**config.mk**
```make
export PLATFORM = sky130hd
export DESIGN_NAME = alu_rr_scheduler
export DESIGN_NICKNAME = d
export VERILOG_FILES = /design/src/rtl/alu_rr_scheduler.sv
export SDC_FILE = /design/constraint.sdc
export NUM_CORES = 1
export LEC_CHECK = 0
export BUFFER_PORTS_ARGS = -buffer_cell sky130_fd_sc_hd__clkbuf_2
export CELL_PAD_IN_SITES_DETAIL_PLACEMENT = 0
export CELL_PAD_IN_SITES_GLOBAL_PLACEMENT = 1
export CORE_AREA = 2 2 79 81
export DETAILED_ROUTE_END_ITERATION = 10
export DIE_AREA = 0 0 81 83
export PLACE_DENSITY_LB_ADDON = 0.1
export SYNTH_ARGS = -nofsm -noshare
export SYNTH_HDL_FRONTEND = slang
export SYNTH_SLANG_ARGS = --single-unit
```
**constraint.sdc**
```tcl
create_clock -name clk -period 3.5 [get_ports clk]
set_input_delay 0.35 -clock clk [delete_from_list [all_inputs] [get_ports clk]]
set_output_delay 0.35 -clock clk [all_outputs]
set_load 0.005 [all_outputs]
```
**src/rtl/alu_rr_scheduler.sv**
```systemverilog
// alu_rr_scheduler: arbitrates two requesters onto one combinational ALU.
// A round-robin grant picks a requester in IDLE, its operands are registered
// toward the ALU, the ALU result is captured one cycle later and returned on
// a single response channel tagged with the issuing requester's ID.
module alu_rr_scheduler #(
  parameter int DW   = 8,
  parameter int SELW = 3,
  parameter int CNTW = 16
) (
  input  logic            clk,
  input  logic            rst,
  input  logic            req0_valid,
  output logic            req0_ready,
  input  logic [DW-1:0]   req0_a,
  input  logic [DW-1:0]   req0_b,
  input  logic [SELW-1:0] req0_sel,
  input  logic            req1_valid,
  output logic            req1_ready,
  input  logic [DW-1:0]   req1_a,
  input  logic [DW-1:0]   req1_b,
  input  logic [SELW-1:0] req1_sel,
  output logic [DW-1:0]   alu_a,
  output logic [DW-1:0]   alu_b,
  output logic [SELW-1:0] alu_sel,
  input  logic [DW-1:0]   alu_y,
  output logic            rsp_valid,
  input  logic            rsp_ready,
  output logic [DW-1:0]   rsp_data,
  output logic            rsp_id,
  output logic            busy,
  output logic [CNTW-1:0] op_count
);

  typedef enum logic [1:0] {
    IDLE = 2'd0,
    EXEC = 2'd1,
    RESP = 2'd2
  } state_t;

  state_t state;
  state_t state_next;
  logic   last_grant;  // requester accepted most recently; the other wins a tie
  logic   cur_id;      // requester owning the in-flight operation
  logic   grant;
  logic   accept;
  logic   rsp_done;

  // Next-state, round-robin grant and combinational ready generation
  always_comb begin
    state_next = state;
    grant      = 1'b0;
    accept     = 1'b0;
    req0_ready = 1'b0;
    req1_ready = 1'b0;
    case (state)
      IDLE: begin
        if (req0_valid && req1_valid) begin
          grant = ~last_grant;
        end else if (req1_valid) begin
          grant = 1'b1;
        end else begin
          grant = 1'b0;
        end
        if (req0_valid || req1_valid) begin
          accept     = 1'b1;
          state_next = EXEC;
          if (grant) begin
            req1_ready = 1'b1;
          end else begin
            req0_ready = 1'b1;
          end
        end else begin
          state_next = IDLE;
        end
      end
      EXEC: begin
        state_next = RESP;
      end
      RESP: begin
        if (rsp_ready) begin
          state_next = IDLE;
        end else begin
          state_next = RESP;
        end
      end
      default: begin
        state_next = IDLE;
      end
    endcase
  end

  assign rsp_done = (state == RESP) && rsp_valid && rsp_ready;
  assign busy     = (state != IDLE);

  // State register
  always_ff @(posedge clk or posedge rst) begin
    if (rst) begin
      state <= IDLE;
    end else begin
      state <= state_next;
    end
  end

  // Operand registers toward the ALU, plus grant bookkeeping; change only on accept
  always_ff @(posedge clk or posedge rst) begin
    if (rst) begin
      alu_a      <= {DW{1'b0}};
      alu_b      <= {DW{1'b0}};
      alu_sel    <= {SELW{1'b0}};
      cur_id     <= 1'b0;
      last_grant <= 1'b1;
    end else if (accept) begin
      alu_a      <= grant ? req1_a   : req0_a;
      alu_b      <= grant ? req1_b   : req0_b;
      alu_sel    <= grant ? req1_sel : req0_sel;
      cur_id     <= grant;
      last_grant <= grant;
    end
  end

  // Response capture after the ALU settles, held until the consumer takes it
  always_ff @(posedge clk or posedge rst) begin
    if (rst) begin
      rsp_valid <= 1'b0;
      rsp_data  <= {DW{1'b0}};
      rsp_id    <= 1'b0;
    end else if (state == EXEC) begin
      rsp_valid <= 1'b1;
      rsp_data  <= alu_y;
      rsp_id    <= cur_id;
    end else if (rsp_done) begin
      rsp_valid <= 1'b0;
    end
  end

  // Completed-response counter, wraps naturally
  always_ff @(posedge clk or posedge rst) begin
    if (rst) begin
      op_count <= {CNTW{1'b0}};
    end else if (rsp_done) begin
      op_count <= op_count + CNTW'(1);
    end
  end

endmodule

```
==> After elaboration in Yosys (flattened, before gate mapping) <==
Cells that the tools add are included.
{ "classes": {"add_sub_neg": 1, "n_eq_ne": 2, "mux": 20, "bitwise_logic": 1, "reduce_logical": 7} }
{ "op_table": {"columns": ["cell", "count"], "rows": [
  ["adder 16 x 1 -> 16 bit, second input constant", 1],
  ["two-way mux 8 bit", 2],
  ["two-way mux 1 bit", 15],
  ["one-hot mux 2 bit (3 select lines)", 1],
  ["nonzero test 2 bit", 2],
  ["logical AND 1 bit", 3],
  ["two-way mux 3 bit", 1],
  ["equality test 2 x 1 -> 1 bit, second input constant", 1],
  ["equality test 2 bit, second input constant", 1],
  ["zero test 2 bit", 1],
  ["two-way mux 2 bit", 1],
  ["logical OR 1 bit", 1],
  ["inverter 1 bit", 1]
]} }
{ "word_totals": {"register_bits": 49, "input_bits": 51, "output_inout_bits": 48, "wordCells": 41} }

==> Logic depth before layout (Yosys ltp) <==
{ "logic_depth": {"word_depth": 6, "ltp_mapped": 6, "ltp_nobuf": 5} }

==> Worst setup path before layout <==
OpenSTA, ideal clock, no wires.
{ "synth_path": {"kind": "reg2out", "from": "register state[1]", "to": "output req0_ready", "t_arrival_ns": 1.062, "required_time_ns": 3.150, "slack_ns": 2.088, "stages_incl_launch_ff": 5, "path_buffers": 2, "path_cell_list": "dfrtp_1 nor2_1 and3_1 buf_4 buf_4"} }
{ "synth_between": {"elab_chain_cells": 2} }
{ "synth_lines": {"columns": ["element", "line_no", "rtl"], "rows": [
  ["from (decl)", "40", "state_t state;"],
  ["from (signal assigned)", "100", "state <= state_next;"],
  ["zero test 2 bit", "55", "case (state)"],
  ["two-way mux 1 bit", "55", null],
  ["to (decl)", "13", "output logic req0_ready,"]
]} }
No other way between the ends.

==> Final worst setup path <==
{ "layout_path": {"from": "register state[1]", "to": "output req1_ready"} }
{ "layout_between": {"elab_chain_cells": 2} }
{ "layout_lines": {"columns": ["element", "line_no", "rtl"], "rows": [
  ["zero test 2 bit", "55", null],
  ["two-way mux 1 bit", "55", null],
  ["to (decl)", "18", "output logic req1_ready,"]
]} }
No other way between the ends.

==> results.md <==
- Post-CTS Setup Bufs: 0
- Finished Layout Cells: 371
- Top post-synthesis cells by count: 48 x dfrtp_1, 28 x nor2_1, 23 x nand2_1
- Antenna Cells: 0
- Pleak: 1.42 nW
- CTS tree: built
- RD Place Congestion: 0.719
- Crit share post-route: 0.671
- Cell Area, Synth: 2120 µm²
- First-pass GRT wire length: 7870 µm
- Critical path arrival: 2.00 ns
- Cells after DPL: 363
- CTS Root Cell: clkbuf_8
- Post-synthesis sequential area ratio: 0.578
- Worst Hold Class: in2async
- Achievable Freq: 426 MHz
- Cells resized by post-CTS repair: 0
- Clock-pin transition on the worst setup and hold timing paths: 0.09 ns
- Clk sinks: 49
- Worst Setup SP: state[1]
- Synthesized netlist cell count: 198
- Slew HR: 0.331
- Clk_lat worst skew: 0.29 ns
- Min cycle time layout: 2.35 ns
- DIE AREA: 6720 µm²
- ANT nets after route: 0
- Worst Path Required: 3.15 ns
- Yosys top cell area share: 0.565
- Compound-Gate Fraction of Synth Area: 0.0878
- Adder-cell share of the synthesized area: 0.00589
- Total Routing Usage GR: 0.147
- Via count: 1711
- Total power: 0.00201 W
- Largest family of logic cells by synthesized area: simple AND/OR/NAND/NOR gates
- Max_cap viols: 0
- Die W: 81 µm
- Worst Clk Skew: 0.00524 ns
- Synth top area cells: dfrtp_1 57%, mux2_2 5.3%, nor2_1 4.9%
- Syn Nets: 250
- Initial DRT Pass Iterations: 4
- Post-CTS Hold Buffers: 0
- CP Launch Type: flip-flop
- Synth Area in XOR/XNOR: 0.0618
- Mux cell area share after synthesis: 0.0718
- Status: finished clean
- RSZ-0062 raised after global routing: no
- Area leader, netlist: dfrtp_1
- CTS Buf Count: 5
- Fin. Hold Viols: 0
- Max IR drop VDD: 0.306 mV
- Yosys reg bits: 49
- Drt wl/cell: 12.6 µm
- Vias in the first global route: 1701
- Antenna violations before repair: 0
- Critical path fanouts, max: 20
- Yosys warnings: 0
- Pwr Density: 733 nW/µm²
- Initial drt markers: 40
- Quantity of I/O buffers inserted on ports: 98
- Count of final setup violators: 0
- Deepest clock path buffer count: 2
- Slew Viols, Final: 0
- Final WL: 4690 µm
- Row count: 28
- Via/cell ratio: 4.61
- Largest net degree at the start of global routing: 50
- Total number of H-tree levels: 2
- RR Startpoint: state[1]
- Layout fillers: 601
- Post-synthesis simple-gate area fraction: 0.163
- Most common cell in the netlist: dfrtp_1
- Core Box Area: 5820 µm²
- Setup crit end kind: primary output
- HPWL after DPL: 3400 µm
- Area delta synth->final: 29.0%
- NumNets Final: 347
- Share of layout cells above drive strength 1: 0.416
- Grt total ovfl: 0
- Worst-margin pin slew: 1.00 ns
- Kind of critical path: reg2out
- Mean area per synthesized cell: 10.7 µm²
- Initial Utilization: 0.365
- Util after Layout: 0.471
- Setup_tns: 0 ns
- IO Count: 99
- Distinct cells, synth: 30
- Ys flop type: dfrtp_1
- Post-synth EDFFs: 0
- Remaining DRCs: 0
- Die height: 83 µm
- Synth async-reset ratio: 1.00
-- cells by family (layout without fill, tap and decap cells) --
family                     after synthesis  in the layout
xor gates and xnor gates                15             15
AOI/OAI and AO/OA                       36             36
adders and majority gates                1              1
muxes                                   14             14
buffers and inverters                   13            111
and+or+nand+nor                         70             70
DFF                                     49             49
-- metrics by stage --
step / cell area (µm²) / setup WS (ns) / hold WS [ns]
floorplan: 2120 / 1.98 / 0.461
global placement: 2660 / 1.50 / 0.463
detailed placement: 2660 / 1.45 / 0.466
CTS: 2740 / 1.13 / 0.273
global route: 2740 / 0.943 / 0.271
finish: 2740 / 1.15 / 0.268
-- where the power goes --
group	internal, W	total [W]	switching [W]
logic	0.000368	0.000765	0.000397
registers	0.000785	0.000922	0.000136
clock network	0.000141	0.000322	0.000182
total	0.00129	0.00201	0.000715
-- metal layers --
layer / vias up / GRT usage / wire length, µm
li1: 859 / - / -
met1: 794 / 0.186 / 2060
met2: 54 / 0.244 / 2280
met3: 4 / 0.0413 / 309
met4: 0 / 0.0416 / 36
met5: - / 0 / 0
-- layout by cell type, fill, tap and decap left out, types with 2 or more instances in the layout --
cell type / n
xor2_1: 5
mux2i_1: 4
xnor2_1: 10
o21ai_1: 2
inv_2: 2
clkbuf_1: 2
clkbuf_2: 98
a21oi_1: 19
dfrtp_1: 48
mux2_2: 10
nor2_1: 28
nand3_1: 5
or2_2: 2
o21ai_0: 13
nand2_1: 23
clkbuf_8: 5
inv_1: 3
and3_1: 4
-- critical path, cell delays in order (launching register included) --
cell      delay [ns]
dfrtp_1         0.44
nor2_1          0.25
and3_1          0.78
clkbuf_2        0.24
-- final timing paths --
kind	cells after the start	end	slack [ns]
max in group asynchronous	2	alu_b[3]	2.61
worst max register to register	4	alu_b[3]	1.53
worst max-delay path	3	req1_ready	1.15
min in group clk	2	rsp_data[7]	0.28
worst min register to register	1	op_count[15]	0.48
worst min-delay path	2	op_count[13]	0.27
-- final cells by class --
class	instances	area (µm²)	share of cell area
multi-input combinational	136	830	0.303
tap	75	93.8	0.0342
inverter	5	18.8	0.00685
sequential	49	1230	0.448
timing repair buffer	98	490	0.179
clock buffer	7	76.3	0.0278
clock inverter	1	5.00	0.00183
-- state kept, by name, indices dropped and copies added, names as in the netlist --
name and count:
state 2, cur_id 1, rsp_valid 1, rsp_id 1
alu_b 8, last_grant 1, rsp_data 8, alu_sel 3
op_count 16, alu_a 8
Power figures use the tool's default switching activity.
